==> config.mk <==
export PLATFORM = sky130hd
export DESIGN_NAME = btb_table
export DESIGN_NICKNAME = d
export VERILOG_FILES = /design/src/rtl/btb_table.sv
export SDC_FILE = /design/constraint.sdc
export NUM_CORES = 1
export LEC_CHECK = 0
export CAP_MARGIN = 10
export CORE_UTILIZATION = 50
export CTS_BUF_LIST = sky130_fd_sc_hd__clkbuf_8
export DETAILED_ROUTE_END_ITERATION = 10
export DONT_BUFFER_PORTS = 1
export SLEW_MARGIN = 25
export SYNTH_ARGS = -nofsm -noshare
export SYNTH_HDL_FRONTEND = slang
export SYNTH_SLANG_ARGS = --single-unit
==> constraint.sdc <==
create_clock -name clk -period 7 [get_ports clk]
set_clock_uncertainty 0.15 [all_clocks]
set_input_delay 1.4 -clock clk [delete_from_list [all_inputs] [get_ports clk]]
set_output_delay 1.4 -clock clk [all_outputs]
set_load 0.1 [all_outputs]
==> src/rtl/btb_table.sv <==
// Fully associative branch target buffer. Fetch looks it up combinationally;
// execute reports one resolved branch per cycle, which either trains the
// matching way or allocates a new one (lowest invalid way first, otherwise
// round-robin eviction).
module btb_table #(
  parameter int ENTRIES = 4,
  parameter int PC_W    = 16,
  parameter int TAG_LSB = 5,
  parameter int CTR_W   = 2
) (
  input  logic                         clk,
  input  logic                         rst,
  input  logic [PC_W-1:0]              lookup_pc,
  output logic                         lookup_hit,
  output logic                         lookup_taken,
  output logic [PC_W-1:0]              lookup_target,
  input  logic                         upd_valid,
  input  logic [PC_W-1:0]              upd_pc,
  input  logic                         upd_taken,
  input  logic [PC_W-1:0]              upd_target,
  input  logic                         clear,
  output logic                         upd_hit,
  output logic                         mispredict,
  output logic [$clog2(ENTRIES+1)-1:0] occupancy,
  output logic                         full
);

  localparam int IDX_W = $clog2(ENTRIES);
  localparam int OCC_W = $clog2(ENTRIES+1);
  localparam int TAG_W = PC_W - TAG_LSB;

  localparam logic [CTR_W-1:0] CTR_WEAK_T  = {1'b1, {(CTR_W-1){1'b0}}};
  localparam logic [CTR_W-1:0] CTR_WEAK_NT = {1'b0, {(CTR_W-1){1'b1}}};

  logic [ENTRIES-1:0] valid_q, valid_d;
  logic [TAG_W-1:0]   tag_q [ENTRIES];
  logic [TAG_W-1:0]   tag_d [ENTRIES];
  logic [PC_W-1:0]    tgt_q [ENTRIES];
  logic [PC_W-1:0]    tgt_d [ENTRIES];
  logic [CTR_W-1:0]   ctr_q [ENTRIES];
  logic [CTR_W-1:0]   ctr_d [ENTRIES];
  logic [IDX_W-1:0]   rr_q, rr_d;
  logic [OCC_W-1:0]   occ_q, occ_d;

  logic [TAG_W-1:0]   lk_tag, up_tag;
  logic [IDX_W-1:0]   upd_idx, free_idx, victim_idx;
  logic               upd_msb, has_free;

  // Offset bits below TAG_LSB do not take part in the tag compare.
  logic unused_pc_bits;
  assign unused_pc_bits = ^{lookup_pc[TAG_LSB-1:0], upd_pc[TAG_LSB-1:0]};

  assign lk_tag = lookup_pc[PC_W-1:TAG_LSB];
  assign up_tag = upd_pc[PC_W-1:TAG_LSB];

  // Fetch-side lookup: tags are unique, so at most one way matches.
  always_comb begin
    lookup_hit    = 1'b0;
    lookup_taken  = 1'b0;
    lookup_target = '0;
    for (int i = 0; i < ENTRIES; i++) begin
      if (valid_q[i] && tag_q[i] == lk_tag) begin
        lookup_hit    = 1'b1;
        lookup_taken  = ctr_q[i][CTR_W-1];
        lookup_target = tgt_q[i];
      end
    end
  end

  // Update-side match, and the lowest-index invalid way as allocation candidate.
  always_comb begin
    upd_hit  = 1'b0;
    upd_idx  = '0;
    upd_msb  = 1'b0;
    has_free = 1'b0;
    free_idx = '0;
    for (int i = 0; i < ENTRIES; i++) begin
      if (valid_q[i] && tag_q[i] == up_tag) begin
        upd_hit = 1'b1;
        upd_idx = IDX_W'(i);
        upd_msb = ctr_q[i][CTR_W-1];
      end
    end
    // Scan downwards so the last assignment leaves the lowest invalid index.
    for (int i = ENTRIES - 1; i >= 0; i--) begin
      if (!valid_q[i]) begin
        has_free = 1'b1;
        free_idx = IDX_W'(i);
      end
    end
  end

  assign victim_idx = has_free ? free_idx : rr_q;
  assign mispredict = upd_valid & upd_hit & (upd_taken ^ upd_msb);
  assign occupancy  = occ_q;
  assign full       = (occ_q == OCC_W'(ENTRIES));

  // Next-state: clear wins over any update; otherwise train on hit, allocate on miss.
  always_comb begin
    valid_d = valid_q;
    tag_d   = tag_q;
    tgt_d   = tgt_q;
    ctr_d   = ctr_q;
    rr_d    = rr_q;
    occ_d   = occ_q;
    if (clear) begin
      valid_d = '0;
      rr_d    = '0;
      occ_d   = '0;
      for (int i = 0; i < ENTRIES; i++) begin
        tag_d[i] = '0;
        tgt_d[i] = '0;
        ctr_d[i] = '0;
      end
    end else if (upd_valid) begin
      if (upd_hit) begin
        if (upd_taken) begin
          tgt_d[upd_idx] = upd_target;
          if (ctr_q[upd_idx] != '1) ctr_d[upd_idx] = ctr_q[upd_idx] + CTR_W'(1);
        end else begin
          if (ctr_q[upd_idx] != '0) ctr_d[upd_idx] = ctr_q[upd_idx] - CTR_W'(1);
        end
      end else begin
        valid_d[victim_idx] = 1'b1;
        tag_d[victim_idx]   = up_tag;
        tgt_d[victim_idx]   = upd_target;
        ctr_d[victim_idx]   = upd_taken ? CTR_WEAK_T : CTR_WEAK_NT;
        if (has_free) occ_d = occ_q + OCC_W'(1);
        else          rr_d  = rr_q + IDX_W'(1);  // power-of-two ENTRIES wraps naturally
      end
    end
  end

  // State registers with synchronous reset.
  always_ff @(posedge clk) begin
    if (rst) begin
      // NOTE: tags/targets/counters are reset too, not just valid bits, because
      // the table must read all-zero after reset; this keeps it in flops, not RAM.
      valid_q <= '0;
      rr_q    <= '0;
      occ_q   <= '0;
      for (int i = 0; i < ENTRIES; i++) begin
        tag_q[i] <= '0;
        tgt_q[i] <= '0;
        ctr_q[i] <= '0;
      end
    end else begin
      valid_q <= valid_d;
      rr_q    <= rr_d;
      occ_q   <= occ_d;
      tag_q   <= tag_d;
      tgt_q   <= tgt_d;
      ctr_q   <= ctr_d;
    end
  end

endmodule
==> qor.txt <==
cell area after placement: 0.007004 mm^2
GR Overflow Total: 0
final routed wire length divided by cell count: 18.55 um
post-placement cell count: 906
critical-path maximum fanout: 8
gr usage total: 25.60%
netlist area before placement: 0.006975 mm^2
number of distinct library cells after synthesis: 62
layout cells sized above 1: 12.20%
vias: 5360
violation count after the first detailed-route iteration: 408
outcome: complete, no violations
post-CTS setup repair buffer count: 0
instance count of the mapped netlist: 784
Post-route DRC: 0
# setup viols final: 0
worst relative slew slack: 26.42%
Worst Path Class, Setup: in2out
drt first pass iters: 5
fraction of registers with async set or reset after synthesis: 0%
net count of the mapped netlist: 841
startpoint types: input port
Sw Share: 24.20%
static leakage: 0.002872 uW
Worst setup EP type: output port
root buf cell: sky130_fd_sc_hd__clkbuf_8
final wirelength: 17.40 mm
power spent charging and discharging nets: 362.1 uW
final layout net count: 806
number of clock sinks: 125
EDFF count, synth: 0
starting utilization of the core area: 52.05%
flops & latches, synth: 125
Primary FF master, synth: sky130_fd_sc_hd__dfxtp_1
Final Power: 1496 uW
pwr/cell area: 201.2 mW/mm^2
number of routed nets with antenna violations: 0
synthesized area per cell: 8.897 um^2
number of diodes: 0
portion of total power attributed to combinational logic: 7.2%
total core area: 0.01340 mm^2
count of endpoints failing hold in the final timing report: 0
Max clock buf depth: 2
Worst-Skew Late Latency: 0.46 ns
number of antenna violations at the first check in global routing: 0
total half-perimeter wirelength after legalization and detailed placement: 12.06 mm
pin count of the biggest net entering global routing: 75
critical path's slowest cell: sky130_fd_sc_hd__and3_1
number of buffers added on ports: 0
Max Clk Rate: 0.1852 GHz
fraction of the cycle the final worst path needs: 77.13%
Die Area: 0.01443 mm^2
row cnt: 42
setup repair after global routing missed its margin: false
Clk pwr share: 44.0%
average vias per placed instance: 5.714
clock input transition at the sequential cells of the worst setup and hold paths: 0.08 ns
Design Area, Final: 0.007436 mm^2
type of the tightest min-delay check: reg2reg
deepest level of the CTS H-tree: 4
worst setup timing slack at the placement stage: 1.632 ns
arrival time at the worst endpoint: 3.85 ns
DIE WIDTH: 120.1 um
number of maximum-capacitance violations: 0
minimum period implied by the final worst setup slack: 5.399 ns
Pint: 1134 uW
number of buffers created by CTS: 17
Slew @ Worst Pin: 1.104 ns
worst path required time: 5.45 ns
total count of max-transition violations in the final report: 0
number of placed I/O pins: 77
Most Frequent Cell on Critical Path: sky130_fd_sc_hd__xnor2_1
synthesis-to-finish area growth: 6.601%
Hold-fix buffers, CTS: 0
worst vdd rail ir drop: 0.0001333 V
post-layout worst setup margin: 1.601 ns
height of the die: 120.1 um
CTS tree: yes
sequential fraction of design power: 48.7%
number of global-route vias before repair: 5292
post-synthesis sequential area ratio: 35.87%
Total Neg Setup Slack: 0 ns
Layout fillers: 1263
most common cell after layout, fill and taps aside: sky130_fd_sc_hd__dfxtp_1
max incr delay on CP: 0.81 ns
global-route wire length before repair: 28.19 mm
yosys warns: 0
post-CTS resize count: 0
most used cells in the layout excluding fill and tap cells: sky130_fd_sc_hd__dfxtp_1 (125), sky130_fd_sc_hd__mux2i_1 (113), sky130_fd_sc_hd__nand2_1 (106), sky130_fd_sc_hd__xnor2_1 (81), sky130_fd_sc_hd__nor2_1 (73)
cell chain of the critical path: xnor2_1 > nand4_1 > nor3_2 > mux2i_1 > a211oi_2 > inv_2 > xnor2_1 > and3_1
post-layout instance count excluding filler cells: 938
last weighted congestion value of the routability-driven placer: 0.8954
kinds of logic after synthesis:
family / count (synthesis) / synth area share (%)
simple gates: 283 / 20.34
flops: 125 / 35.87
mux: 113 / 16.22
compound gates: 93 / 8.305
xor+xnor: 93 / 12.65
buf+inv: 73 / 5.901
fa+ha+maj: 4 / 0.7175
flip-flops by register name (all words and copies together) (netlist names):
signal	count
tgt_q	64
ctr_q	8
occupancy	3
rr_q	2
tag_q	44
valid_q	4
final cells by class:
class                      count  area [um^2]  area share, %
multi-input combinational    586         4203          56.52
sequential                   125         2502          33.65
clock buffer                  19        261.5          3.517
tap                          176        220.2          2.961
clock inverter                13        147.6          1.986
timing repair buffer           8        60.06         0.8077
inverter                      11        41.29         0.5553
power groups by stage:
stage | Sequential [uW] | Clock (uW) | Combinational (uW)
final | 729 | 659 | 108
after global routing | 730 | 705 | 119
after CTS | 729 | 673 | 108
after detailed placement | 746 | 0 | 108
after global placement | 745 | 0 | 106
after floorplan | 743 | 0 | 110
path summary, 6_finish.rpt:
kind                            cells after the start  slack, ns                   start                endpoint
worst max register to register                     13       3.24  tag_q[19]$_SDFFE_PP0P_   ctr_q[7]$_SDFFE_PP0P_
worst max-delay path                                8       1.60              upd_pc[15]              mispredict
worst min register to register                      2       0.31  tgt_q[12]$_SDFFE_PP0P_  tgt_q[12]$_SDFFE_PP0P_
worst min-delay path                                2       0.31  tgt_q[12]$_SDFFE_PP0P_  tgt_q[12]$_SDFFE_PP0P_
synth_stat cells, types with 10 or more instances:
master                       n  area share [%]
sky130_fd_sc_hd__nand3b_1   19             2.0
sky130_fd_sc_hd__clkbuf_1   37             2.0
sky130_fd_sc_hd__nand4_1    39             3.5
sky130_fd_sc_hd__o21ai_1    15             1.1
sky130_fd_sc_hd__nor2_1     74             4.0
sky130_fd_sc_hd__buf_6      10             1.6
sky130_fd_sc_hd__a21oi_1    41             2.9
sky130_fd_sc_hd__mux2i_1   113              16
sky130_fd_sc_hd__nand2_1   106             5.7
sky130_fd_sc_hd__dfxtp_1   125              36
sky130_fd_sc_hd__xnor2_1    81              10
sky130_fd_sc_hd__inv_1      10            0.54
layer usage:
layer / GRT usage (%) / share of wire (%) / wire length (um) / vias to the layer above
li1: - / - / - / 2621
met1: 33.99 / 46 / 7948 / 2580
met2: 40.09 / 47 / 8140 / 134
met3: 6.702 / 5.7 / 998 / 25
met4: 8.594 / 1.8 / 312 / 0
met5: 0 / 0 / 0 / -
worst max-delay path: cells and delay by family:
family / cells / cell delay (ns)
AO/OA/AOI/OAI: 1 / 0.37
AND/OR/NAND/NOR: 3 / 1.38
multiplexers: 1 / 0.19
buffers and inverters: 1 / 0.08
XOR/XNOR: 2 / 0.42
through the flow:
stage / utilization (%) / hold WS, ns
after global placement: 52.10 / 0.2928
after detailed placement: 52.27 / 0.3022
after global routing: 55.49 / 0.3214
after floorplan: - / 0.2850
final: 55.49 / 0.3126
after CTS: 55.32 / 0.3152
No activity file was read; power rests on OpenSTA's default activity.
